## config.mk

```make
export PLATFORM = sky130hd
export DESIGN_NAME = instr_queue
export DESIGN_NICKNAME = d
export VERILOG_FILES = /design/src/rtl/core_types_pkg.sv /design/src/rtl/instr_queue.sv
export SDC_FILE = /design/constraint.sdc
export NUM_CORES = 1
export LEC_CHECK = 0
export ABC_CLOCK_PERIOD_IN_PS = 8600
export CORE_UTILIZATION = 56
export CTS_BUF_LIST = sky130_fd_sc_hd__clkbuf_8
export DETAILED_ROUTE_END_ITERATION = 10
export PLACE_DENSITY_LB_ADDON = 0.08
export SETUP_SLACK_MARGIN = 0.1
export SYNTH_ARGS = -nofsm -noshare
export SYNTH_HDL_FRONTEND = slang
export SYNTH_SLANG_ARGS = --single-unit
```

## constraint.sdc

```tcl
create_clock -name CLK -period 8.6 [get_ports CLK]
set_clock_uncertainty 0.05 [all_clocks]
set_input_delay 1.29 -clock CLK [delete_from_list [all_inputs] [get_ports CLK]]
set_output_delay 1.29 -clock CLK [all_outputs]
set_load 0.005 [all_outputs]
```

## src/rtl/core_types_pkg.sv

```systemverilog
// Shared core datatypes: machine word, word-addressed PC, and instruction-queue types.
package core_types_pkg;

  typedef logic [31:0] word_t;
  typedef logic [13:0] pc_t;

  localparam int unsigned IQ_DEPTH     = 4;
  localparam int unsigned LOG_IQ_DEPTH = $clog2(IQ_DEPTH);

  typedef struct packed {
    word_t instr;
    pc_t   PC;
    pc_t   nPC;
  } iq_entry_t;

  // Extra MSB is the wrap bit that separates full from empty.
  typedef logic [LOG_IQ_DEPTH:0] iq_ptr_t;

endpackage

```

## src/rtl/instr_queue.sv

```systemverilog
// Fetch-to-dispatch decoupling FIFO with flush and sticky overflow error.
module instr_queue
  import core_types_pkg::*;
(
  input  logic                    CLK,
  input  logic                    RST,
  input  logic                    fetch_ivalid,
  input  logic [31:0]             fetch_instr,
  input  logic [13:0]             fetch_PC,
  input  logic [13:0]             fetch_nPC,
  output logic                    stall_fetch,
  input  logic                    flush,
  input  logic                    dispatch_ready,
  output logic                    dispatch_valid,
  output logic [31:0]             dispatch_instr,
  output logic [13:0]             dispatch_PC,
  output logic [13:0]             dispatch_nPC,
  output logic [LOG_IQ_DEPTH:0]   iq_count,
  output logic                    DUT_error
);

  iq_entry_t mem_q [IQ_DEPTH];
  iq_ptr_t   head_q, head_d;
  iq_ptr_t   tail_q, tail_d;
  logic      err_q, err_d;

  logic      full, empty, enq, deq;
  iq_entry_t head_entry;

  assign full  = (head_q[LOG_IQ_DEPTH-1:0] == tail_q[LOG_IQ_DEPTH-1:0]) &&
                 (head_q[LOG_IQ_DEPTH] != tail_q[LOG_IQ_DEPTH]);
  assign empty = (head_q == tail_q);

  assign enq = fetch_ivalid & ~full & ~flush;
  assign deq = dispatch_valid & dispatch_ready;

  always_comb begin
    head_d = head_q;
    tail_d = tail_q;
    err_d  = err_q;
    if (flush) begin
      head_d = '0;
      tail_d = '0;
    end else begin
      if (enq) tail_d = tail_q + iq_ptr_t'(1);
      if (deq) head_d = head_q + iq_ptr_t'(1);
      // An instruction offered while full is lost; record it permanently.
      if (fetch_ivalid && full) err_d = 1'b1;
    end
  end

  always_ff @(posedge CLK) begin
    if (RST) begin
      head_q <= '0;
      tail_q <= '0;
      err_q  <= 1'b0;
    end else begin
      head_q <= head_d;
      tail_q <= tail_d;
      err_q  <= err_d;
    end
  end

  // Storage is not reset; contents are meaningless outside head..tail.
  always_ff @(posedge CLK) begin
    if (enq && !RST) begin
      mem_q[tail_q[LOG_IQ_DEPTH-1:0]] <= '{instr: fetch_instr, PC: fetch_PC, nPC: fetch_nPC};
    end
  end

  assign head_entry     = mem_q[head_q[LOG_IQ_DEPTH-1:0]];
  assign dispatch_valid = ~empty & ~flush;
  assign dispatch_instr = head_entry.instr;
  assign dispatch_PC    = head_entry.PC;
  assign dispatch_nPC   = head_entry.nPC;
  assign stall_fetch    = full;
  assign iq_count       = tail_q - head_q;
  assign DUT_error      = err_q;

endmodule

```

==> results of run 1 <==
## power by group
group / total [mW] / switching [mW] / internal (mW)
Sequential: 1.34 / 0.00312 / 1.34
Combinational: 0.0860 / 0.0340 / 0.0520
Clock: 0.848 / 0.412 / 0.435
Total: 2.28 / 0.449 / 1.83
## layer usage
| metal | up-vias | GRT usage | share of wire | wire [um] |
|---|---|---|---|---|
| met1 | 2264 | 0.2743 | 0.43 | 7015 |
| met4 | 0 | 0.06964 | 0.017 | 280 |
| met5 | - | 0 | 0 | 0 |
| met2 | 143 | 0.3217 | 0.49 | 8006 |
| met3 | 27 | 0.05049 | 0.056 | 912 |
| li1 | 1920 | - | - | - |
## cells in the final DEF (no fill, tap or decap), types with 7 or more instances in the layout
| cell | Yosys | layout |
|---|---|---|
| buf_4 | 6 | 9 |
| clkbuf_8 | 0 | 41 |
| clkdlybuf4s50_1 | 0 | 130 |
| dfxtp_1 | 9 | 7 |
| edfxtp_1 | 240 | 240 |
| ha_1 | 7 | 7 |
| inv_1 | 6 | 22 |
| mux2i_1 | 7 | 7 |
| mux4_2 | 60 | 60 |
| nand2_1 | 10 | 10 |
## through the flow
step / total power [mW] / instance area, um^2 / setup WS [ns] / hold WS, ns
floorplan: 1.393 / 9235 / 1.864 / 0.4105
global placement: 1.452 / 10810 / 4.676 / 0.4190
detailed placement: 1.455 / 10810 / 4.674 / 0.4212
CTS: 2.304 / 11470 / 4.104 / 0.4389
global route: 2.360 / 11470 / 4.002 / 0.4723
finish: 2.277 / 11470 / 4.266 / 0.4372
## cell type report
type / count / area, um^2 / share of cell area
flip-flops and latches: 249 / 7395 / 0.6446
multi-input cells: 107 / 1758 / 0.1533
repair buffers: 139 / 1369 / 0.1193
clock buffers: 41 / 564.3 / 0.04919
well taps: 216 / 270.3 / 0.02356
clock inverters: 24 / 92.59 / 0.008072
inverters: 6 / 22.52 / 0.001963
## cell families after synthesis
group,synth area share
buf+inv,0.01192
xor+xnor,0.003659
flops,0.7999
simple gates,0.01260
fa+ha+maj,0.01165
compound gates,0.006368
mux,0.1539
## worst register-to-register path, delay by kind of cell (launching register included)
family | cells | cell delay [ns]
buffers and inverters | 2 | 0.60
AND/OR/NAND/NOR | 2 | 0.41
AO/OA/AOI/OAI | 1 | 0.12
adder cells (fa/ha/maj) | 1 | 0.31
flip-flops | 1 | 0.38
## flip-flops by register name, summed over array words and instances (netlist names), named ones only
| name | count |
|---|---|
| mem_q | 240 |
| head_q | 3 |
| tail_q | 3 |
| DUT_error | 1 |
## worst max path at each step
stage,start,end,cells past startpoint
2_1_floorplan,fetch_ivalid,mem_q[0][0],3
3_3_place_gp,flop,dispatch_PC[12],3
3_5_place_dp,flop,dispatch_nPC[11],3
4_1_cts,flop,dispatch_nPC[11],3
5_1_grt,flop,dispatch_nPC[7],3
6_report,flop,dispatch_instr[11],3
==> results.cfg, run 1 <==
[clock_tree]
cts_setup_buffers = 0
cts_root_buf = clkbuf_8
clock_path_buffers = 3
cts_hold_buf = 0
ctsResizeCount = 0
clock_latency_ns = 0.52
clkSlewWorstSetupHoldPaths_ns = 0.06
htree_levels = 2
cts_inserted_buffers = 39
cts.sinks = 249
cts_tree = done

[grt]
first_global_vias = 4561
grt_max_degree = 61
overflow = 0
antenna_found_initial = 0
grt_first_pass_wirelength_um = 24630
track_usage = 0.2009

[worst_setup_path]
path_delay_family = buffers and inverters
critical_path_class = reg2out
slowest_stage = dfxtp_4
cp.buffers_inverters = 2
ff2ff_path_depth = 6
path_cells = buf_4, mux4_2, clkdlybuf4s50_1
rrSetupSlack_ns = 6.33
cp_max_fo = 32
reg2reg_to = mem_q[0][19]
critPathArrivalTime_ns = 2.99
crit_path_start_kind = flop
r2r_start = tail_q[0]
critPathMaxStageDelay_ns = 0.72
cp_data_required_time_ns = 7.26
end_kind = primary output

[synth]
synth-edff-count = 240
synth_area_leaders = edfxtp_1, mux4_2, dfxtp_1
synthCells = 377
yosysTopAreaCellShare = 0.7804
synth-seq-cells = 249
async_reset_ff_frac = 0
syn_nets = 450
ys.flop_type = edfxtp_1
avgSynthCellArea_um2 = 24.50
yosysWarnings = 0
synth_top_cell_by_area = edfxtp_1
synth_area_um2 = 9235
netlist-cell-type-count = 27
ys_seq_area_frac = 0.7999
synth_most_common_cell = edfxtp_1
synth_common_cells = edfxtp_1, mux4_2, nand2_1, dfxtp_1

[route]
vias = 4354
wl_per_cell_um = 20.74
vias_per_cell = 5.568
drtIter0Drc = 250
dr.pass1.iters = 5
drtAntennaViolNets = 0
wl_um = 16220
drc = 0

[floorplan]
die_w_um = 130.4
fp.dieH_um = 130.4
ios = 131
core.rowCount = 46
die_area_um2 = 17010
fp.coreArea_um2 = 16000
start_util = 0.5772

[sta]
slew_violations = 0
setup_viol = 0
period_share = 0.5040
tns_ns = 0
period_minus_slack_ns = 4.334
max_slew_margin = 0.3858
rsz0062_at_grt = no
finalHoldViolations = 0
max_freq_ghz = 0.2307
worst_slew_pin_slew_ns = 0.9213

[cells_and_area]
final_util = 0.7169
diodes = 0
drive_gt1_frac = 0.2155
fill_cells = 990
final_nets = 615
area_growth_pct = 24.21
fin_cells = 782

[hold_path]
hold_class = reg2reg
hp-start = DUT_error
hold_end = DUT_error
hold_depth = 2

[power]
p_leak_nw = 3.663
power.density_nw_per_um2 = 198.5
vdd_ir_drop_max_mv = 0.1350

[placed_design]
io_buffers = 130
finalWeightedCongestion = 0.7506
dp_hpwl_um = 9536
dpl.cell_count = 717

[run_status]
outcome = finished clean

[job]
maxCapViolCount = 0
No activity file was read; power rests on OpenSTA's default activity.
==> run 2, diff against run 1 <==
- ABC_CLOCK_PERIOD_IN_PS: 8600 -> 4150
- clock period: 8.6 -> 4.15 ns (I/O delays scaled with it)
==> run 2 against run 1 <==
Cell area grew 0.37%; global-route usage shrank 0.21 points; register-to-register slack lost 4.4 ns; critical path depth is the same; first-iteration DRC count shrank 3.6%; flip-flop and latch count is the same; via count shrank 0.30%; worst setup slack lost 3.3 ns; die area is the same; utilization grew 0.27 points.
==> results.cfg, run 2 (same netlist as run 1, synthesis figures left out) <==
[cells_and_area]
diodes = 0
most-common-layout-cells = edfxtp_1, clkdlybuf4s50_1, mux4_2, clkbuf_8, inv_1
final_nets = 615
drive_gt1_frac = 0.2254
final_common_cell = edfxtp_1
fill_cells = 1010
fin_cells = 784
area_growth_pct = 24.67
largest_register_ffs = 240
final_util = 0.7196

[placed_design]
io_buffers = 130
dpl.cell_count = 717
dp_hpwl_um = 9667
finalWeightedCongestion = 0.7504
pre_cts_slack_ns = 1.371

[worst_setup_path]
end_kind = primary output
cp_max_fo = 15
crit_path_start_kind = flop
critPathArrivalTime_ns = 2.50
critical_path_class = reg2out
cp_data_required_time_ns = 3.48

[route]
drc = 0
drtIter0Drc = 241
wl_per_cell_um = 20.47
dr.pass1.iters = 4
vias_per_cell = 5.537
wl_um = 16050
vias = 4341
drtAntennaViolNets = 0

[grt]
grt_first_pass_wirelength_um = 24390
antenna_found_initial = 0
overflow = 0
first_global_vias = 4681
grt_max_degree = 61
track_usage = 0.1989

[sta]
max_slew_margin = 0.3882
setup_ws_ns = 0.9803
period_minus_slack_ns = 3.170
slew_violations = 0
holdWs_ns = 0.4511
setup_viol = 0
worst_slew_pin_slew_ns = 0.9177
rsz0062_at_grt = no
max_freq_ghz = 0.3155
finalHoldViolations = 0
period_share = 0.7638
tns_ns = 0

[clock_tree]
clkSlewWorstSetupHoldPaths_ns = 0.06
cts_tree = done
clock_path_buffers = 3
cts_setup_buffers = 0
cts_hold_buf = 0
htree_levels = 2
ctsResizeCount = 0
cts_inserted_buffers = 39
cts_root_buf = clkbuf_8
cts.sinks = 249
clock_latency_ns = 0.51

[job]
maxCapViolCount = 0

[floorplan]
die_w_um = 130.4
start_util = 0.5772
ios = 131
fp.coreArea_um2 = 16000
die_area_um2 = 17010
fp.dieH_um = 130.4
core.rowCount = 46

[hold_path]
hold_class = reg2reg

[run_status]
outcome = finished clean

[power]
vdd_ir_drop_max_mv = 0.3003
p_leak_nw = 3.671
power.density_nw_per_um2 = 410.6
==> run 2: cell count changes in the layout (fill, tap and decap cells not counted) <==
cell | previous run | this run
inv_1 | 22 | 19
clkinv_2 | 2 | 7
clkinvlp_4 | 0 | 1
clkinv_1 | 6 | 5
buf_4 | 9 | 7
buf_12 | 0 | 2
==> run 2: through the flow <==
step	cell area [um^2]	power (mW)
2_1_floorplan	9235	2.886
3_3_place_gp	10840	3.010
3_5_place_dp	10840	3.017
4_1_cts	11510	4.783
5_1_grt	11510	4.906
6_report	11510	4.728
==> run 2: where the power goes <==
part | switching, mW | total, mW | internal (mW)
Clock | 0.852 | 1.76 | 0.912
Combinational | 0.0714 | 0.179 | 0.108
Sequential | 0.00623 | 2.78 | 2.78
==> run 2: path summary, 6_finish.rpt <==
path	end	from	cells after the start	slack (ns)
setup / recovery	dispatch_instr[28]	flop	3	0.98
hold / removal	flop	head_q[1]	2	0.45
setup reg to reg	mem_q[0][45]	tail_q[0]	6	1.90
hold reg to reg	flop	head_q[1]	2	0.45
==> run 2: cell type report <==
class / count / area (um^2) / share of cell area
multi-input combinational: 107 / 1758 / 0.1527
tap: 216 / 270.3 / 0.02347
inverter: 6 / 22.52 / 0.001956
sequential: 249 / 7395 / 0.6423
clock inverter: 26 / 110.1 / 0.009563
timing repair buffer: 139 / 1394 / 0.1211
clock buffer: 41 / 564.3 / 0.04901
==> run 2: critical path, cell delays in order, from the launching register on <==
cell	delay (ns)
dfxtp_4	0.54
buf_4	0.38
mux4_2	0.54
clkdlybuf4s50_1	0.50
==> run 2: routing by layer <==
layer / up-vias / GRT usage / part of all wire
met5: - / 0 / 0
li1: 1918 / - / -
met4: 0 / 0.06694 / 0.017
met3: 31 / 0.05375 / 0.068
met1: 2244 / 0.2532 / 0.41
met2: 148 / 0.3357 / 0.50
==> run 3, diff against run 2 <==
- ABC_CLOCK_PERIOD_IN_PS: 4150 -> 2900
- CORE_UTILIZATION: 56 -> 51
- clock period: 4.15 -> 2.9 ns (I/O delays scaled with it)
==> run 3 against run 2 <==
Worst setup slack got worse by 0.83 ns; clock-buffer cell count increased by 3; power up 46%; largest cell class unchanged; critical endpoint is now dispatch_instr[26].
==> results.cfg, run 3 (same netlist as run 1, synthesis figures left out) <==
[run_status]
outcome = finished clean

[route]
dr.pass1.iters = 7
drc = 0
wl_um = 16480
vias_per_cell = 5.369
drtIter0Drc = 288
vias = 4311
drtAntennaViolNets = 0
wl_per_cell_um = 20.52

[worst_setup_path]
crit_end = dispatch_instr[26]
critPathArrivalTime_ns = 2.27
crit_path_start_kind = flop
crit_cells = 3
critPathMaxStageDelay_ns = 0.53
critical_path_class = reg2out
slowest_stage = mux4_2
cp_data_required_time_ns = 2.41
reg2reg_to = mem_q[3][24]
rrSetupSlack_ns = 1.03
r2r_start = tail_q[0]
ff2ff_path_depth = 6
end_kind = primary output
path_delay_family = buffers and inverters
path_cells = bufbuf_16, mux4_2, clkdlybuf4s50_1
cp.buffers_inverters = 2
cp_max_fo = 21

[cells_and_area]
fill_cells = 1125
final_util = 0.6732
most-common-layout-cells = edfxtp_1, clkdlybuf4s50_1, mux4_2, clkbuf_8, inv_1
drive_gt1_frac = 0.2461
final_common_cell = edfxtp_1
largest_register_ffs = 240
area_growth_pct = 27.39
final_nets = 619

[clock_tree]
clkSlewWorstSetupHoldPaths_ns = 0.06
cts_hold_buf = 0
cts_tree = done
clock_path_buffers = 3
htree_levels = 2
cts_root_buf = clkbuf_8
cts_inserted_buffers = 40
clock_latency_ns = 0.52
cts.sinks = 249

[sta]
finalHoldViolations = 0
worst_slew_pin_slew_ns = 0.5879
tns_ns = 0
setup_viol = 0
period_share = 0.9496
max_slew_margin = 0.6069
rsz0062_at_grt = yes
holdWs_ns = 0.4399
setup_ws_ns = 0.1461
slew_violations = 0
max_freq_ghz = 0.3631
period_minus_slack_ns = 2.754

[floorplan]
die_area_um2 = 18650
ios = 131
start_util = 0.5284
fp.coreArea_um2 = 17480
die_w_um = 136.6
fp.dieH_um = 136.6
core.rowCount = 48

[power]
power.density_nw_per_um2 = 587.1
finalPower_mw = 6.908
p_leak_nw = 3.765
vdd_ir_drop_max_mv = 0.3803

[job]
maxCapViolCount = 0

[grt]
first_global_vias = 4595
grt_max_degree = 61
grt_first_pass_wirelength_um = 25140
antenna_found_initial = 1
overflow = 0
track_usage = 0.1863

[placed_design]
io_buffers = 130
finalWeightedCongestion = 0.7143
pre_cts_slack_ns = 0.5259
dp_hpwl_um = 9628

[hold_path]
hold_class = reg2reg
run 3: changes by cell type in the layout (fill, tap and decap cells not counted), sizes merged:
cell      before  now
buf            9   11
clkinvlp       1    2
clkbuf        41   44
diode          0    1
bufbuf         0    1
inv           19   21
run 3: power breakdown:
part	total (mW)	switching (mW)	internal, mW
registers	3.98	0.00761	3.98
logic	0.269	0.109	0.160
clock network	2.66	1.26	1.39
run 3: through the flow:
stage          std cells  cell area (um^2)
2_1_floorplan        377              9333
3_3_place_gp         728             10990
3_5_place_dp         728             10990
4_1_cts              802             11760
5_1_grt              802             11760
6_report             803             11770
run 3: worst min-delay path, stage by stage (launching register included):
cell and delay, ns:
dfxtp_1 0.34, a31oi_1 0.05, nor2_1 0.07
run 3: what timing repair did:
action,in CTS,in global routing
gates cloned,1,0
setup buffers,0,0
endpoints found under the setup margin,9,25
gates resized for setup,2,0
run 3: per-layer routing:
metal,global-route usage,vias up,wire length (um)
met5,0,-,0
met4,0.07099,0,276
met3,0.04370,26,923
met2,0.2972,128,8177
met1,0.2515,2215,7099
li1,-,1942,-
run 3: how the worst min path moves through the flow:
stage | from | to | slack, ns | cells past startpoint
after floorplan | DUT_error | DUT_error | 0.41 | 2
after global placement | tail_q[0] | tail_q[0] | 0.42 | 2
after detailed placement | DUT_error | DUT_error | 0.42 | 2
after CTS | DUT_error | DUT_error | 0.44 | 2
after global routing | tail_q[0] | tail_q[0] | 0.47 | 2
final | DUT_error | DUT_error | 0.44 | 2
run 3: cell type report:
class / instances / area, um^2 / area share
Antenna cell: 1 / 2.502 / 0.0002127
Tap cell: 225 / 281.5 / 0.02393
Clock buffer: 44 / 605.6 / 0.05147
Inverter: 6 / 22.52 / 0.001914
Multi-Input combinational cell: 107 / 1829 / 0.1555
Clock inverter: 29 / 120.1 / 0.01021
Timing Repair Buffer: 142 / 1503 / 0.1277
Sequential cell: 249 / 7401 / 0.6291
==> RTL edit 1: new RTL, settings of run 3 <==
The package constant `IQ_DEPTH` goes from 4 to 8.
--- a/src/rtl/core_types_pkg.sv
+++ b/src/rtl/core_types_pkg.sv
@@ -5,5 +5,5 @@
   typedef logic [13:0] pc_t;
 
-  localparam int unsigned IQ_DEPTH     = 4;
+  localparam int unsigned IQ_DEPTH     = 8;
   localparam int unsigned LOG_IQ_DEPTH = $clog2(IQ_DEPTH);
 
Interface: changed (resized iq_count); port bits go from 131 to 132. The function was not compared with the original's and may differ.
==> RTL edit 1 against run 3 <==
The flow now finishes with violations (negative setup slack); critical path depth grew 6; sequential share of layout area fell by 0.71 points; setup slack worse by 0.23 ns; sequential cell count grew 243; total power grew 96%; via count up 110%; final area is 100% higher; synthesized cell count increased by 110%; routed wire length is 130% higher; sequential power up 97%; first-iteration DRC count up 78%; area after synthesis grew 100%; largest cell class unchanged; highest routed layer is now met5.
==> RTL edit 1: results (changes against run 3) <==
.. list-table::
   :header-rows: 1

   * - Metric
     - Value
   * - Headroom to the max-slew limit
     - 0.7125 (+0.1056)
   * - Violations in the final reports
     - negative setup slack
   * - Run status
     - finished, violations left
   * - Global-route wire length before repair
     - 56890 um (+130%)
   * - Endpoints failing setup
     - 20 (+20)
   * - Number of flops mapped to enable cells by yosys
     - 480 (+100%)
   * - Synth cell count leaders
     - 480 x sky130_fd_sc_hd__edfxtp_1, 100 x sky130_fd_sc_hd__mux4_2, 60 x sky130_fd_sc_hd__mux2_2
   * - Number of global-route vias before repair
     - 9531 (+110%)
   * - Sequential fraction of the synthesis area
     - 0.7790 (-0.02086)
   * - Ant. Diodes
     - 0 (-1)
   * - Number of nets in the finished design
     - 1142 (+84%)
   * - Pre-CTS WS
     - 0.05333 ns (-0.4726 ns)
   * - Cell internal power dissipation
     - 10.84 mW (+96%)
   * - TritonCTS Buffers
     - 80 (+100%)
   * - Detailed placement HPWL
     - 20800 um (+120%)
   * - Netlist cell types
     - 30 (+11%)
   * - Final critical-path setup slack
     - -0.08100 ns (-0.2271 ns)
   * - Top cells by area in the synthesized netlist
     - sky130_fd_sc_hd__edfxtp_1 77%, sky130_fd_sc_hd__mux4_2 12%, sky130_fd_sc_hd__mux2_2 3.6%
   * - Final GP Congestion
     - 0.7482 (+4.7%)
   * - Reg2Reg Depth
     - 7 (+1)
   * - Fillcell total
     - 2331 (+110%)
   * - Via density
     - 5.582 (+4.0%)
   * - Clock root buffer
     - sky130_fd_sc_hd__clkbuf_8
   * - Mapped Cells
     - 774 (+110%)
   * - Static Leak
     - 7.829 nW (+110%)
   * - Hold path cells
     - 2 (unchanged)
   * - Number of violations reported at the end of detailed-routing iteration 0
     - 514 (+78%)
   * - Net count after synthesis
     - 845 (+88%)
   * - Maximum number of pins on one net before global-route repair
     - 63 (+3.3%)
   * - Cells after DPL
     - 1365 (+88%)
   * - Fraction of final layout cells with drive strength greater than 1
     - 0.4153 (+0.1692)
   * - Post-layout instance count excluding filler cells
     - 1588 (+98%)
   * - Largest fanout of any net on the critical path
     - 6 (-71%)
   * - Number of flip-flops in the largest register
     - 480 (+100%)
   * - Worst IR Drop VDD
     - 375.7 uV (-1.2%)
   * - First-pass DRT Iterations
     - 4 (-3)
   * - GR Util All Layers
     - 0.2049 (+0.01857)
   * - Number of antenna violations at the first check in global routing
     - 5 (+4)
   * - Wire length reported by the detailed router
     - 37990 um (+130%)
RTL edit 1: power by group through the flow:
stage	logic (mW)	registers (mW)	clock network, mW
after floorplan	0.105	7.99	0
after global placement	0.342	7.99	0
after detailed placement	0.358	7.99	0
after CTS	0.365	7.84	5.47
after global routing	0.413	7.84	5.79
final	0.385	7.84	5.33
RTL edit 1: worst max-delay path, cell delays in order, from the launching register on:
cell and delay [ns]:
sky130_fd_sc_hd__dfxtp_4 0.39, sky130_fd_sc_hd__buf_12 0.14, sky130_fd_sc_hd__buf_6 0.10, sky130_fd_sc_hd__buf_12 0.10
sky130_fd_sc_hd__buf_6 0.10, sky130_fd_sc_hd__buf_16 0.12, sky130_fd_sc_hd__buf_6 0.09, sky130_fd_sc_hd__mux4_2 0.48
sky130_fd_sc_hd__mux2_4 0.27, sky130_fd_sc_hd__buf_6 0.11
RTL edit 1: layout make-up:
class / instances / area (um^2) / share of cell area
clock buffer: 86 / 1184 / 0.05015
clock inverter: 52 / 237.7 / 0.01007
inverter: 8 / 32.53 / 0.001378
multi-input combinational: 239 / 4075 / 0.1727
sequential: 492 / 14680 / 0.6220
tap: 461 / 576.8 / 0.02444
timing repair buffer: 250 / 2816 / 0.1193
RTL edit 1: kinds of logic (layout without fill, tap and decap cells):
family / Yosys count / after routing / synth area share
flip-flops: 492 / 492 / 0.7790
multiplexers: 182 / 182 / 0.1846
buffers and inverters: 43 / 396 / 0.01689
AND/OR/NAND/NOR: 32 / 32 / 0.007916
AO/OA/AOI/OAI: 12 / 12 / 0.003459
XOR/XNOR: 7 / 7 / 0.003659
adder cells (fa/ha/maj): 6 / 6 / 0.004390
RTL edit 1: metrics by stage:
| stage | TNS (ns) | total power [mW] | area, um^2 |
|---|---|---|---|
| 3_5_place_dp | 0 | 8.347 | 21110 |
| 2_1_floorplan | -38.13 | 8.097 | 18960 |
| 3_3_place_gp | 0 | 8.328 | 21110 |
| 4_1_cts | -4.017 | 13.67 | 22870 |
| 5_1_grt | -4.532 | 14.04 | 23600 |
| 6_report | -0.9248 | 13.55 | 23600 |
RTL edit 1: worst paths after layout:
path | slack, ns | start | to
worst max register to register | 0.56 | head_q[1] | mem_q[0][45]
worst max-delay path | -0.08 | flop | dispatch_instr[17]
worst min-delay path | 0.43 | DUT_error | DUT_error
worst min register to register | 0.43 | DUT_error | DUT_error
RTL edit 1: routing by layer:
layer	track usage	up-vias	wire length (um)
met4	0.05614	10	479
met5	0	-	69
met3	0.05427	51	2022
met2	0.3375	227	19390
met1	0.2717	4693	16020
li1	-	3883	-
RTL edit 1: timing repair:
item / in CTS / in global routing
gates resized for setup: 202 / 124
setup endpoints to repair: 61 / 61
cloned: 3 / 4
buffers inserted: 26 / 54
==> RTL edit 2: new RTL, flow settings as in run 3 <==
Made on the original files. Register the output `iq_count`, with the module's reset; this adds one clock of latency there. The other outputs are not delayed to match.
--- a/src/rtl/instr_queue.sv
+++ b/src/rtl/instr_queue.sv
@@ -75,5 +75,11 @@
   assign dispatch_nPC   = head_entry.nPC;
   assign stall_fetch    = full;
-  assign iq_count       = tail_q - head_q;
+  always_ff @(posedge CLK) begin
+    if (RST) begin
+      iq_count <= '0;
+    end else begin
+      iq_count <= tail_q - head_q;
+    end
+  end
   assign DUT_error      = err_q;
 
Check against the original RTL: not equivalent (a bounded check fails within 4 cycles, from zero or initial values and one cycle with RST high).
==> RTL edit 2 against run 3 <==
Total power is 0.63% higher; final area rose by 1.5%; sequential power rose by 1%; count of clock-buffer cells in the layout fell by 2; first-iteration DRC count down 43%; synthesized cell count up 0.80%; sequential cell count grew 3; area after synthesis up 2.2%; setup slack better by 0.027 ns; routed wire length shrank 1.8%; via count is 1.8% higher; final cell count increased by 1.5%; register-to-register slack worse by 0.11 ns.
==> RTL edit 2: results (changes against run 3) <==
.. list-table::
   :header-rows: 1

   * - Metric
     - Value
   * - Run status
     - completed
   * - Fraction of final layout cells with drive strength greater than 1
     - 0.2065 (-0.03962)
   * - Static Leak
     - 3.924 nW (+4.2%)
   * - Global route overflow
     - 0 (unchanged)
   * - Top cells by area in the synthesized netlist
     - sky130_fd_sc_hd__edfxtp_1 76%, sky130_fd_sc_hd__mux4_1 8.4%, sky130_fd_sc_hd__mux4_2 7.2%
   * - Met3 routed wirelength
     - 771 um (-16%)
   * - Ant. Diodes
     - 0 (-1)
   * - Destination of the critical timing path
     - dispatch_instr[6]
   * - Post-synthesis compound-gate area fraction
     - 0.006100 (-0.0002677)
   * - Worst IR Drop VDD
     - 384.4 uV (+1.1%)
   * - First-pass DRT Iterations
     - 4 (-3)
   * - Count of input and output buffers
     - 130 (unchanged)
   * - Global-route wire length before repair
     - 25370 um (+0.93%)
   * - Final GP Congestion
     - 0.7710 (+7.9%)
   * - Reg-to-Reg End
     - mem_q[0][32]
   * - Fillcell total
     - 1217 (+8.2%)
   * - GR Util All Layers
     - 0.1762 (-0.01015)
   * - FMAX
     - 366.7 MHz (+0.99%)
   * - Fraction of synthesized area in multiplexers
     - 0.1626 (+0.008669)
   * - Register-to-Register Setup Slack
     - 0.92 ns (-0.11 ns)
   * - Arrival time reported for the critical path endpoint
     - 2.24 ns (-0.03 ns)
   * - Number of antenna violations at the first check in global routing
     - 2 (+1)
   * - Xor-xnor portion of the synthesized cell area
     - 0.003580 (-0.00007761)
   * - Pre-CTS WS
     - 0.3927 ns (-0.1333 ns)
   * - Net count after synthesis
     - 453 (+0.67%)
   * - Number of violations reported at the end of detailed-routing iteration 0
     - 165 (-43%)
   * - Number of nets in the finished design
     - 631 (+1.9%)
   * - Via density
     - 5.385 (+0.31%)
   * - Sequential fraction of the synthesis area
     - 0.7893 (-0.01061)
   * - Synth cell count leaders
     - 240 x sky130_fd_sc_hd__edfxtp_1, 30 x sky130_fd_sc_hd__mux4_1, 30 x sky130_fd_sc_hd__mux4_2
   * - Routed length per placed instance
     - 19.85 um (-3.3%)
   * - TritonCTS Buffers
     - 39 (-2.5%)
   * - Adder-cell area share of the yosys netlist
     - 0.01140 (-0.0002472)
   * - Netlist cell types
     - 26 (-3.7%)
   * - Largest fanout of any net on the critical path
     - 5 (-76%)
   * - Sum of met2 wire segment lengths after detailed routing
     - 8238 um (+0.75%)
   * - Highest metal layer used by the detailed router
     - met5
-- RTL edit 2: kinds of logic after synthesis --
logic type	Yosys count
AOI/OAI and AO/OA	6
xor gates and xnor gates	3
adders and majority gates	8
buffers and inverters	20
DFF	252
muxes	67
and+or+nand+nor	24
-- RTL edit 2: stage by stage --
step / instances / total power [mW] / instance area (um^2) / util
floorplan: 380 / 4.173 / 9519 / -
global placement: 739 / 4.353 / 11170 / 0.6197
detailed placement: 739 / 4.362 / 11170 / 0.6197
CTS: 811 / 7.053 / 11910 / 0.6610
global route: 815 / 7.227 / 11950 / 0.6627
finish: 815 / 6.951 / 11950 / 0.6627
-- RTL edit 2: report_power, final --
part	internal [mW]	switching (mW)	leakage [nW]	total, mW
Sequential	4.02	0.00745	2.27	4.03
Clock	1.42	1.24	0.414	2.66
Combinational	0.157	0.104	1.24	0.261
-- RTL edit 2: worst min-delay path by stage --
stage / startpoint / end / slack [ns] / cells after the start
after global placement: tail_q[0] / tail_q[0] / 0.42 / 2
after CTS: DUT_error / DUT_error / 0.44 / 2
after detailed placement: DUT_error / DUT_error / 0.42 / 2
after global routing: fetch_PC[10] / mem_q[3][24] / 0.46 / 1
final: DUT_error / DUT_error / 0.43 / 2
after floorplan: tail_q[0] / tail_q[0] / 0.41 / 2
-- RTL edit 2: final cells by class --
class | instances | share of cell area
clock buffers | 42 | 0.04839
clock inverters | 27 | 0.01173
inverters | 5 | 0.001571
multi-input cells | 108 | 0.1608
flip-flops and latches | 252 | 0.6242
well taps | 229 | 0.02399
repair buffers | 152 | 0.1294
-- RTL edit 2: what timing repair did --
item / in CTS / in global routing
resized for setup: 1 / 4
setup buffers: 3 / 4
setup endpoints to repair: 36 / 13
-- RTL edit 2: critical path: stages (launching register included) --
cell,delay [ns]
sky130_fd_sc_hd__dfxtp_4,0.40
sky130_fd_sc_hd__clkbuf_4,0.19
sky130_fd_sc_hd__buf_4,0.15
sky130_fd_sc_hd__mux4_2,0.51
sky130_fd_sc_hd__clkdlybuf4s50_1,0.48
-- RTL edit 2: metal layers --
layer	vias up	GRT usage
li1	1997	-
met1	2255	0.2273
met2	117	0.2913
met3	18	0.04641
met4	2	0.06189
met5	-	0
